**src/rtl/ps2_rx_pkg.sv**
```systemverilog
// ps2_pkg: shared state type and defaults for the PS/2 receiver
package ps2_pkg;
  typedef enum logic [1:0] {IDLE, DATA, PARITY, STOP} ps2_state_t;
  localparam int PS2_DATA_BITS = 8;
  localparam int FILTER_LEN_DEF = 8;
  localparam int TIMEOUT_CYCLES_DEF = 100000;
endpackage

```
**src/rtl/ps2_line_filter.sv**
```systemverilog
// ps2_line_filter: 2-FF synchroniser, run-length deglitch filter and falling-edge detect
module ps2_line_filter #(
  parameter int FILTER_LEN = 8
) (
  input  logic clk,
  input  logic rst,
  input  logic pin,
  output logic level,
  output logic fall
);
  logic [1:0] sync;
  logic [7:0] run;
  // run counts consecutive synchronised samples that disagree with the filtered level
  always_ff @(posedge clk or posedge rst)
    if (rst) begin
      sync  <= 2'b11;
      run   <= '0;
      level <= 1'b1;
      fall  <= 1'b0;
    end else begin
      sync <= {sync[0], pin};
      fall <= 1'b0;
      if (sync[1] == level) run <= '0;
      else if (run == 8'(FILTER_LEN - 1)) begin
        run   <= '0;
        level <= sync[1];
        fall  <= level;
      end else run <= run + 8'd1;
    end
endmodule

```
**src/rtl/ps2_rx.sv**
```systemverilog
// ps2_rx: PS/2 device-to-host frame receiver with parity, stop-bit and timeout checking
module ps2_rx
  import ps2_pkg::*;
#(
  parameter int FILTER_LEN = FILTER_LEN_DEF,
  parameter int TIMEOUT_CYCLES = TIMEOUT_CYCLES_DEF
) (
  input  logic       app_clk,
  input  logic       app_arst,
  input  logic       enable,
  input  logic       ps2_clk,
  input  logic       ps2_data,
  output logic [7:0] rx_data,
  output logic       rx_valid,
  output logic       rx_parity_err,
  output logic       rx_frame_err,
  output logic       busy
);
  ps2_state_t state, state_n;
  logic [1:0] data_sync;
  logic [7:0] shreg, shreg_n, rx_data_n;
  logic [2:0] bit_cnt, bit_cnt_n;
  logic [19:0] tmo, tmo_n;
  logic par, par_n, valid_n, perr_n, ferr_n;
  logic clk_level, clk_fall, fall, din;

  ps2_line_filter #(.FILTER_LEN(FILTER_LEN)) u_clk_filter (
    .clk  (app_clk),
    .rst  (app_arst),
    .pin  (ps2_clk),
    .level(clk_level),
    .fall (clk_fall)
  );

  // a genuine fall always coincides with the filtered level having just gone low
  assign fall = clk_fall & ~clk_level;
  assign din  = data_sync[1];
  assign busy = state != IDLE;

  always_comb begin
    state_n   = state;
    shreg_n   = shreg;
    bit_cnt_n = bit_cnt;
    par_n     = par;
    rx_data_n = rx_data;
    valid_n   = 1'b0;
    perr_n    = 1'b0;
    ferr_n    = 1'b0;
    tmo_n     = (state == IDLE || fall) ? '0 : tmo + 20'd1;
    if (!enable) begin
      state_n   = IDLE;
      bit_cnt_n = '0;
      tmo_n     = '0;
    end else if (fall) begin
      case (state)
        IDLE: if (!din) begin
          shreg_n   = '0;
          bit_cnt_n = '0;
          state_n   = DATA;
        end
        DATA: begin
          shreg_n   = {din, shreg[7:1]};
          bit_cnt_n = bit_cnt + 3'd1;
          state_n   = (bit_cnt == 3'(PS2_DATA_BITS - 1)) ? PARITY : DATA;
        end
        PARITY: begin
          par_n   = din;
          state_n = STOP;
        end
        STOP: begin
          state_n   = IDLE;
          ferr_n    = !din;
          valid_n   = din && (^{shreg, par});
          perr_n    = din && !(^{shreg, par});
          rx_data_n = valid_n ? shreg : rx_data;
        end
      endcase
    end else if (state != IDLE && tmo == 20'(TIMEOUT_CYCLES - 1)) begin
      ferr_n  = 1'b1;
      state_n = IDLE;
      tmo_n   = '0;
    end
  end

  always_ff @(posedge app_clk or posedge app_arst)
    if (app_arst) begin
      data_sync     <= 2'b11;
      state         <= IDLE;
      shreg         <= '0;
      bit_cnt       <= '0;
      par           <= 1'b0;
      tmo           <= '0;
      rx_data       <= '0;
      rx_valid      <= 1'b0;
      rx_parity_err <= 1'b0;
      rx_frame_err  <= 1'b0;
    end else begin
      data_sync     <= {data_sync[0], ps2_data};
      state         <= state_n;
      shreg         <= shreg_n;
      bit_cnt       <= bit_cnt_n;
      par           <= par_n;
      tmo           <= tmo_n;
      rx_data       <= rx_data_n;
      rx_valid      <= valid_n;
      rx_parity_err <= perr_n;
      rx_frame_err  <= ferr_n;
    end
endmodule

```
**config.mk**
```make
export PLATFORM = sky130hd
export DESIGN_NAME = ps2_rx
export DESIGN_NICKNAME = d
export VERILOG_FILES = /design/src/rtl/ps2_rx_pkg.sv /design/src/rtl/ps2_line_filter.sv /design/src/rtl/ps2_rx.sv
export SDC_FILE = /design/constraint.sdc
export NUM_CORES = 1
export LEC_CHECK = 0
export CORE_MARGIN = 3
export CORE_UTILIZATION = 55
export CTS_CLUSTER_DIAMETER = 50
export CTS_CLUSTER_SIZE = 30
export DETAILED_ROUTE_END_ITERATION = 8
export GPL_ROUTABILITY_DRIVEN = 0
export PLACE_DENSITY = 0.81
export SLEW_MARGIN = 20
export SYNTH_ARGS = -nofsm -noshare
export SYNTH_HDL_FRONTEND = slang
export SYNTH_SLANG_ARGS = --single-unit
export TNS_END_PERCENT = 50
```
**constraint.sdc**
```tcl
create_clock -name app_clk -period 5.7 [get_ports app_clk]
set_input_delay 1.14 -clock app_clk [delete_from_list [all_inputs] [get_ports app_clk]]
set_output_delay 1.14 -clock app_clk [all_outputs]
set_load 0.03 [all_outputs]
```
==> results.sh <==
export IMPL_rsz0062_at_grt="no"
export IMPL_wirelength_um=4320
export IMPL_worstSkewPairLatency_ps=340
export IMPL_drtAntennaViolNets=0
export IMPL_cts_htree_levels=3
export IMPL_route_vias_total=1740
export IMPL_path_cells="or2_2 -> clkdlybuf4s50_1"
export IMPL_maxCapViolations=0
export IMPL_port_buffers=16
export IMPL_num_rows=24
export IMPL_cp_arrival_ps=1780
export IMPL_dpl_instance_area_um2=2880
export IMPL_ys_seq_area_frac=0.553
export IMPL_synth_top_flop_cell="dfrtp_1"
export IMPL_syn2layout_area_growth_pct=14.3
export IMPL_track_usage=0.174
export IMPL_finalHoldViolCount=0
export IMPL_wl_per_cell_um=13.2
export IMPL_dr_pass1_iters=5
export IMPL_core_um2=4530
export IMPL_post_cts_resized=0
export IMPL_antenna_found_initial=0
export IMPL_fin_skew_ps=12.5
export IMPL_via_per_inst=5.30
export IMPL_die_w_um=75.8
export IMPL_nets=267
export IMPL_gr_total_overflow=0
export IMPL_max_slew_margin_rel=0.526
export IMPL_clock_path_buffers=2
export IMPL_io_pins=17
export IMPL_async_flop_share=1.00
export IMPL_maxSlewViolCount=0
export IMPL_netlist_cell_type_count=36
export IMPL_synth_nets=248
export IMPL_tightestPinTransition_ps=711
export IMPL_synth_common_cells="dfrtp_1 (54), nor2_1 (33), xor2_1 (19), nand3_1 (17), nand2_1 (16)"
export IMPL_path_delay_family="buffers and inverters"
export IMPL_max_stage_delay_ps=600
export IMPL_status="finished, final reports clean"
export IMPL_netlist_area_um2=2680
export IMPL_post_synth_top_count_cell="dfrtp_1"
export IMPL_postCtsHoldBufs=0
export IMPL_met1_usage=0.227
export IMPL_pwr_density_cell_nw_per_um2=282
export IMPL_min_period_ps=2920
export IMPL_dpl_hpwl_um=2810
export IMPL_grt_pass1_vias=1666
export IMPL_tritoncts="done"
export IMPL_path_class="flop to output port"
export IMPL_ir_drop_mv=0.242
export IMPL_avgSynthCellArea_um2=11.2
export IMPL_grt_util_met2=0.267
export IMPL_setup_violations=0
export IMPL_die_y_um=75.8
export IMPL_cp_max_fo=12
export IMPL_fill_cells=342
export IMPL_post_cts_buffers=0
export IMPL_fin_crit_sh=0.512
export IMPL_die_area_um2=5750
export IMPL_remaining_drc_errors=0
export IMPL_grt_first_pass_wirelength_um=7370
export IMPL_cp_end_kind="output port"
export IMPL_use_met3=0.0396
export IMPL_synth_top_cell_area_share=0.504
export IMPL_cp_start_kind="flop"
export IMPL_initial_utilization=0.591
export IMPL_synth_top_cell_by_area="dfrtp_1"
export IMPL_total_leakage_power_nw=1.37
export IMPL_path_clk_slew_ps=60
export IMPL_drtIter0Drc=116
export IMPL_ys_ff_latch=59
export IMPL_path_buf_inv=1
export IMPL_fin_setup_tns_ps=0
export IMPL_syn_inst=239
export IMPL_cts_root_buf="clkbuf_8"
export IMPL_synth_edf_count=0
export IMPL_ys_warnings_count=0
export IMPL_drive_gt1_frac=0.137
export IMPL_antenna_cells=0
export IMPL_timing_fmax_mhz=343
export IMPL_synth_top_cells_by_area="dfrtp_1 (50%), xor2_1 (6.2%), dfstp_2 (4.9%), nor2_1 (4.6%), mux2_4 (4.5%)"
export IMPL_cts_num_sinks=59
export IMPL_cts_buffers_inserted=9
export IMPL_busiest_layer="met2"
export IMPL_fin_area_um2=3070
export IMPL_hold_class="flop to flop"
export IMPL_crit_slowest_cell="clkdlybuf4s50_1"
export IMPL_cp_required_ps=4560
export IMPL_grt_start_max_net_pins=60
==> logic make-up (layout without fill, tap and decap cells) <==
group | Yosys count | after routing | synth area share
mux | 10 | 10 | 0.0532
compound gates | 18 | 18 | 0.0523
simple gates | 102 | 102 | 0.186
fa+ha+maj | 4 | 4 | 0.0187
xor+xnor | 32 | 32 | 0.110
buf+inv | 14 | 38 | 0.0271
flops | 59 | 59 | 0.553
==> through the flow <==
step	total power [mW]	cells	worst slack, ps	hold slack (ps)	util
6_report	0.865	328	2780	356	0.676
3_3_place_gp	0.499	312	2560	346	0.634
4_1_cts	0.874	328	2760	357	0.676
5_1_grt	0.903	328	2730	361	0.676
2_1_floorplan	0.489	239	3110	345	-
3_5_place_dp	0.502	312	2530	348	0.634
==> layer usage <==
metal	wire length (um)	vias to the layer above
li1	-	851
met1	2050	851
met2	2030	32
met3	156	6
met4	74	0
met5	0	-
==> power by group <==
part           switching, mW  total [mW]  internal (mW)
Clock                  0.159       0.371          0.213
Combinational         0.0269      0.0462         0.0193
Sequential            0.0117       0.447          0.435
==> placed cells by master (no fill, tap or decap), drive strengths merged, types with 5 or more instances in the layout <==
cell type       n
dfstp           5
clkbuf         13
clkdlybuf4s50  16
xnor2          12
mux2           10
nand3          17
dfrtp          54
nor2           33
nand2          16
inv             5
a22o            8
xor2           19
and3            5
nand4           7
nor3            6
==> sequential cells by signal, summed over array words and instances (netlist names) <==
name / cells
data_sync: 2
par: 1
rx_frame_err: 1
tmo: 20
u_clk_filter.sync: 2
rx_valid: 1
u_clk_filter.run: 8
state: 2
shreg: 8
bit_cnt: 3
u_clk_filter.level: 1
rx_parity_err: 1
rx_data: 8
u_clk_filter.fall: 1
==> final cells by class <==
class	instances	area (um^2)	area share
Sequential cell	59	1480	0.484
Tap cell	65	81.3	0.0265
Timing Repair Buffer	17	168	0.0547
Inverter	5	18.8	0.00612
Clock inverter	3	40.0	0.0131
Multi-Input combinational cell	166	1130	0.367
Clock buffer	13	149	0.0486
==> final timing paths <==
path / start / end / slack [ps] / cells after the start
max: state[0] / busy / 2780 / 2
min: u_clk_filter.sync[0] / u_clk_filter.sync[1] / 360 / 0
max reg2reg: tmo[0] / tmo[1] / 3480 / 6
min reg2reg: u_clk_filter.sync[0] / u_clk_filter.sync[1] / 360 / 0
max in group asynchronous: app_arst / tmo[17] / 3900 / 3
min in group asynchronous: app_arst / rx_data[4] / 1320 / 3
Power figures use the tool's default switching activity.
